## src/rtl/jk_bank_driver.sv

```systemverilog
// Drives a bank of JK cells to a target word, reads Q back and retries on mismatch.
// Optional JK_TOGGLE_EXCITE_EN: differing bits are toggled (J=K=1) instead of set/reset.
module jk_bank_driver #(
  parameter int unsigned WIDTH     = 8,
  parameter int unsigned MAX_RETRY = 3
) (
  input  logic             CP,
  input  logic             CD,
  input  logic             IN_VALID,
  output logic             IN_READY,
  input  logic [WIDTH-1:0] IN_DATA,
  output logic [WIDTH-1:0] J,
  output logic [WIDTH-1:0] K,
  input  logic [WIDTH-1:0] Q_FB,
  output logic             BUSY,
  output logic             DONE,
  output logic             ERR
);

  localparam int unsigned RetryW = (MAX_RETRY > 0) ? $clog2(MAX_RETRY + 1) : 1;
  localparam logic [RetryW-1:0] MaxRetryW = RetryW'(MAX_RETRY);

  typedef enum logic [1:0] {StIdle, StDrive, StCheck} state_e;

  state_e              state_q;
  logic [WIDTH-1:0]    t_q;
  logic [RetryW-1:0]   retry_q;
  logic [WIDTH-1:0]    src;
  logic [WIDTH-1:0]    diff;
  logic [WIDTH-1:0]    exc_j;
  logic [WIDTH-1:0]    exc_k;

  // Excitation is taken from the incoming word when idle, else from the held target.
  always_comb begin
    src  = (state_q == StIdle) ? IN_DATA : t_q;
    diff = src ^ Q_FB;
`ifdef JK_TOGGLE_EXCITE_EN
    exc_j = diff;
    exc_k = diff;
`else
    exc_j = src & ~Q_FB;
    exc_k = ~src & Q_FB;
`endif
  end

  assign IN_READY = (state_q == StIdle);
  assign BUSY     = (state_q != StIdle);

  always_ff @(posedge CP) begin
    if (!CD) begin
      state_q <= StIdle;
      t_q     <= '0;
      retry_q <= '0;
      J       <= '0;
      K       <= '0;
      DONE    <= 1'b0;
      ERR     <= 1'b0;
    end else begin
      J    <= '0;
      K    <= '0;
      DONE <= 1'b0;
      ERR  <= 1'b0;
      unique case (state_q)
        StIdle: begin
          if (IN_VALID) begin
            t_q     <= IN_DATA;
            retry_q <= '0;
            J       <= exc_j;
            K       <= exc_k;
            state_q <= StDrive;
          end
        end
        StDrive: state_q <= StCheck;
        StCheck: begin
          if (Q_FB == t_q) begin
            DONE    <= 1'b1;
            state_q <= StIdle;
          end else if (retry_q != MaxRetryW) begin
            retry_q <= retry_q + 1'b1;
            J       <= exc_j;
            K       <= exc_k;
            state_q <= StDrive;
          end else begin
            ERR     <= 1'b1;
            state_q <= StIdle;
          end
        end
        default: state_q <= StIdle;
      endcase
    end
  end

endmodule

```

## config.mk

```make
export PLATFORM = sky130hd
export DESIGN_NAME = jk_bank_driver
export DESIGN_NICKNAME = d
export VERILOG_FILES = /design/src/rtl/jk_bank_driver.sv
export SDC_FILE = /design/constraint.sdc
export NUM_CORES = 1
export LEC_CHECK = 0
export ABC_AREA = 0
export CAP_MARGIN = 5
export CORE_ASPECT_RATIO = 0.5
export CORE_MARGIN = 5
export CORE_UTILIZATION = 30
export CTS_CLUSTER_SIZE = 16
export DETAILED_ROUTE_END_ITERATION = 7
export HOLD_SLACK_MARGIN = 0.15
export SLEW_MARGIN = 20
export SYNTH_ARGS = -nofsm -noshare
export SYNTH_HDL_FRONTEND = slang
export SYNTH_SLANG_ARGS = --single-unit
```

## constraint.sdc

```tcl
create_clock -name CP -period 2 [get_ports CP]
set_input_delay 0.2 -clock CP [delete_from_list [all_inputs] [get_ports CP]]
set_output_delay 0.2 -clock CP [all_outputs]
set_load 0.02 [all_outputs]
```

### Word-level counts from Yosys, hierarchy flattened

Cells that the tools add are included.

* bits of input ports: 19
* output and inout bits: 20
* register bits after elaboration: 30

* multiplexer cells: 19
* bitwise operators: 6
* reduce and logical (&&, ||, !) cells: 7
* $add $sub $neg: 1
* equality and inequality tests: 7

Operators by type and width (count)
* 8-bit 2-to-1 mux: 7
* 8-bit one-hot mux with 2 select lines: 2
* 8-bit bitwise AND: 2
* 8-bit NOT: 2
* 8-bit equality test: 1
* 2-bit 2-to-1 mux: 4
* 2-bit inequality test, second input constant: 4
* 2-bit one-hot mux with 3 select lines: 1
* 1-bit 2-to-1 mux: 4
* 2-bit one-hot mux with 2 select lines: 1
* 2-bit AND reduction: 2
* 4-bit AND reduction: 1
* 2-bit nonzero test: 2
* 3-bit OR reduction: 1
* 2-bit by 1-bit adder with 2-bit output, second input constant: 1
* 2-bit by 1-bit equality test with 1-bit output, second input constant: 1
* 2-bit equality test, second input constant: 1
* 2-bit zero test: 1
* 1-bit NOT: 2

### Depth between registers and ports, before layout

Gate-level depths: netlist of the first run.

* word-level depth: 7
* mapped depth: 6

### Worst setup path before layout of the first run

OpenSTA, ideal clock, no wires.

* path kind: flip-flop to flip-flop
* start: register t_q[6]
* end: register retry_q[0]
* stages on the path, launching flop included: 7
* library setup time: 72 ps
* slack: 443 ps
* arrival: 1485 ps
* required time: 1928 ps
* cell sequence: dfxtp_1 xor2_1 nor4_1 a2111o_1 buf_6 buf_2 mux2i_1

* word-level cells in the longest chain between the ends: 3

Ends and longest elaborated chain
* from (decl): RTL line 26 `logic [WIDTH-1:0] t_q;`
* from (signal assigned): RTL line 52 `t_q <= '0;`
* from (signal assigned): RTL line 66 `t_q <= IN_DATA;`
* 8-bit equality test: RTL line 75 `if (Q_FB == t_q) begin`
* 2-bit inequality test (no line)
* 4-bit AND reduction (no line)
* to (signal assigned): RTL line 79 `retry_q <= retry_q + 1'b1;`
* to (decl): RTL line 27 `logic [RetryW-1:0] retry_q;`

Every way passes these cells.
A chain may end at the register's enable or synchronous reset.

### Final worst setup path of the first run

* start: input Q_FB[6]
* end: register J[7]

* word-level cells in the longest chain between the ends: 3

Ends and longest elaborated chain
* from (decl): RTL line 14 `input logic [WIDTH-1:0] Q_FB,`
* 8-bit equality test: RTL line 75
* 8-bit 2-to-1 mux: RTL line 75
* 8-bit one-hot mux with 2 select lines: RTL line 63 `unique case (state_q)`
* to (signal assigned): RTL line 68 `J <= exc_j;`
* to (signal assigned): RTL line 80 `J <= exc_j;`
* to (decl): RTL line 12 `output logic [WIDTH-1:0] J,`

Every way passes these cells.

==> impl_summary.log, run 1 <==
INFO  metric timing.final.hold_violations = 0
INFO  metric cts_num_sinks = 30
INFO  metric syn_inst = 126
INFO  metric final_cell_mix = 38 x sky130_fd_sc_hd__clkdlybuf4s50_1, 30 x sky130_fd_sc_hd__dfxtp_1, 19 x sky130_fd_sc_hd__nand2_1
INFO  metric initial_core_util = 31.7%
INFO  metric drt_pre_antenna_iters = 4
INFO  metric regToRegStartpoint = t_q[6]
INFO  metric postSynthAreaPerCell = 9.98 sq um
INFO  metric floorplan.rows = 16
INFO  metric first_pass_grt_wire_length = around 5.3 mm
INFO  metric worstHoldPathType = register to register
INFO  metric core_region_area = 0.00396 sq mm
INFO  metric synth_area = 0.00126 sq mm
INFO  metric design.final.nets = 200
INFO  metric grt_start_max_net_pins = 22
INFO  metric track_usage = 12.2%
INFO  metric clk_latency = around 0.28 ns
INFO  metric max-vdd-ir-drop = approximately 0.00022 V
INFO  metric grt_antenna_before_repair = 0
INFO  metric timing.slew.headroom = 66.0%
INFO  metric timing.fmax = roughly 540 MHz
INFO  metric total_power = 1380 uW
INFO  metric postCtsSetupRepairBufs = 0
INFO  metric n_antenna_cell = 0
INFO  metric worst_pin_slew = 0.510 ns
INFO  metric drive_above_1_share = between 10% and 20%
INFO  metric worst_r2r_path_depth = 6
INFO  metric fin_worst_skew = 0.00249 ns
INFO  metric layout.cells.most_common = sky130_fd_sc_hd__clkdlybuf4s50_1
INFO  metric max_cap_violations = 0
INFO  metric endpoint_of_the_lowest_slack_register_to_register_path = J[7]
INFO  metric cts_hold_buf = 0
INFO  metric yosysSeqAreaShare = 47.8%
INFO  metric gp_congestion = 0.793
INFO  metric timing.setup.critical_path_class = input port to register
INFO  metric p_per_area = 733 mW/mm^2
INFO  metric worst-r2r-setup-slack = 0.21 ns
INFO  metric hold_path_end = retry_q[1]
INFO  metric report.final.slew_viol_count = 0
INFO  metric result_of_the_run = finished clean
INFO  metric grt_overflow_total = 0
INFO  metric die_w = 102 microns
INFO  metric drt_wirelength = 3.21 mm
INFO  metric layout.cell_area.non_filler = 0.00188 sq mm
INFO  metric crit_required = roughly 2.2 ns
INFO  metric netlist-cell-type-count = 22
INFO  metric holdWs = approximately 0.49 ns
INFO  metric ioPinCount = 39
INFO  metric netlist.top_cell.by_area = sky130_fd_sc_hd__dfxtp_1
INFO  metric synthesis.nets = 146
INFO  metric p_leak = 0.000761 uW
INFO  metric synth_area_leaders = sky130_fd_sc_hd__dfxtp_1 48%, sky130_fd_sc_hd__a2111oi_2 9.6%, sky130_fd_sc_hd__mux2i_1 8.0%
INFO  metric critPathMaxFanout = 8
INFO  metric fin_tns_setup = 0 ns
INFO  metric final-instance-count-excl-fill = around 230
INFO  metric placed_area = 0.00181 sq mm
INFO  metric netlist.area_leader.share = ~48%
INFO  metric arrival_time_at_the_worst_endpoint = 2.04 ns
INFO  metric synthesis.yosys.warnings = 0
INFO  metric vias = 1,070
INFO  metric clkTransAtPathRegs = 0.06 ns
INFO  metric cts_max_level = 2
INFO  metric tritoncts.num_buffers = 5
INFO  metric port-buffer-count = 38
INFO  metric placedCellCount = 227
INFO  metric maximum_buffer_depth_of_the_clock_tree = 2
INFO  metric die_height = 55.8 microns
INFO  metric dp.final_hpwl = 2.55 mm
INFO  metric remaining_drc_errors = 0
INFO  metric fp.dieArea = 0.00567 sq mm
INFO  metric drt-vias-per-instance = 4.57
INFO  metric initialDrtViolationCount = 38
INFO  metric critical_path.endpoint_type = register
INFO  metric layout_worst_path_cycle_share = 93.1%
INFO  metric timing.hold.worst.start = retry_q[1]
INFO  metric finalSetupViolations = 0
INFO  metric syn_to_final_growth = 49.9%
INFO  metric crit_path_start_kind = input port
INFO  metric routedWlPerCell = 13.7 microns
INFO  metric first_global_vias = 1,015
INFO  metric ys_ff_latch = 30
INFO  metric min_path_cells = 2
INFO  metric cts_resized = 0
INFO  metric remaining_number_of_nets_flagged_by_the_antenna_check_after_routing = 0
INFO  metric layout_min_cycle_time = 1.86 ns
INFO  metric clock_tree_from_tritoncts = built
INFO  metric rsz0062_at_grt = no
INFO  metric clk_root_buffer_cell = sky130_fd_sc_hd__clkbuf_8
[metal layers]
metal	vias up	wire (microns)	global-route usage, %
met2	25	1270	15.6
met3	7	182	3.75
met1	483	1690	17.9
met5	-	0	0
met4	0	66	6.25
li1	555	-	-
[state kept, by name (all words and copies together) (netlist names)]
signal and count:
retry_q 2, ERR 1, t_q 8, J 8, state_q 2, DONE 1, K 8
[worst max-delay path, stage by stage]
cell and delay, ns:
sky130_fd_sc_hd__clkdlybuf4s50_1 0.51, sky130_fd_sc_hd__xor2_1 0.18, sky130_fd_sc_hd__nor4_1 0.09, sky130_fd_sc_hd__buf_4 0.14
sky130_fd_sc_hd__a2111o_1 0.37, sky130_fd_sc_hd__buf_4 0.19, sky130_fd_sc_hd__a2111oi_2 0.36
[area by class of cell]
cell class | count | area, sq um
Fill cell | 359 | 2080
Clock inverter | 2 | 10.0
Sequential cell | 30 | 601
Timing Repair Buffer | 55 | 520
Multi-Input combinational cell | 86 | 609
Clock buffer | 5 | 68.8
Tap cell | 54 | 67.6
Inverter | 2 | 7.51
[worst max-delay path by stage]
stage                       to  startpoint  depth (start not counted)
global route              J[0]     Q_FB[6]                          7
floorplan           retry_q[0]      t_q[6]                          6
detailed placement        J[7]     Q_FB[6]                          7
CTS                       J[7]     Q_FB[6]                          7
global placement          J[4]     Q_FB[2]                          7
finish                    J[7]     Q_FB[6]                          7
[cells by family after synthesis]
kind of cell             share of synthesized area (%)
flip-flops                                        47.8
multiplexers                                      7.96
AO/OA/AOI/OAI                                     18.8
adder cells (fa/ha/maj)                          0.995
buffers and inverters                             3.78
XOR/XNOR                                          5.57
AND/OR/NAND/NOR                                   15.1
[Yosys cell counts]
master and instances:
sky130_fd_sc_hd__a2111o_1 1, sky130_fd_sc_hd__a2111oi_2 8, sky130_fd_sc_hd__a21boi_0 8, sky130_fd_sc_hd__a21oi_1 9, sky130_fd_sc_hd__and2_1 1, sky130_fd_sc_hd__and3_1 1, sky130_fd_sc_hd__and4_1 1, sky130_fd_sc_hd__buf_1 2
sky130_fd_sc_hd__buf_2 2, sky130_fd_sc_hd__buf_6 1, sky130_fd_sc_hd__clkbuf_1 3, sky130_fd_sc_hd__dfxtp_1 30, sky130_fd_sc_hd__ha_1 1, sky130_fd_sc_hd__inv_1 2, sky130_fd_sc_hd__mux2i_1 10, sky130_fd_sc_hd__nand2_1 19
sky130_fd_sc_hd__nand2b_1 2, sky130_fd_sc_hd__nand3_1 11, sky130_fd_sc_hd__nor2_1 3, sky130_fd_sc_hd__nor2b_1 1, sky130_fd_sc_hd__nor4_1 2, sky130_fd_sc_hd__xor2_1 8
[per-stage QoR]
stage          utilization [%]  setup WS (ns)
2_1_floorplan                -          0.443
3_3_place_gp              45.5        -0.0804
3_5_place_dp              45.5         -0.152
4_1_cts                   47.5          0.147
5_1_grt                   47.5         0.0516
6_report                  47.5          0.139
[report_power, final]
part	switching (uW)	leakage, uW	internal, uW
registers	18.4	0.000244	625
logic	148	0.000473	139
clock network	218	0.0000438	233
total	384	0.000761	997
(Power assumes the default switching activity.)
==> run 2, diff against run 1 <==
--- a/config.mk
+++ b/config.mk
@@ -6,6 +6,7 @@
 export NUM_CORES = 1
 export LEC_CHECK = 0
 export ABC_AREA = 0
+export ABC_CLOCK_PERIOD_IN_PS = 2000
 export CAP_MARGIN = 5
 export CORE_ASPECT_RATIO = 0.5
 export CORE_MARGIN = 5
==> results of run 2 <==
Final layout, timing and power as in run 1 (identical DEF).
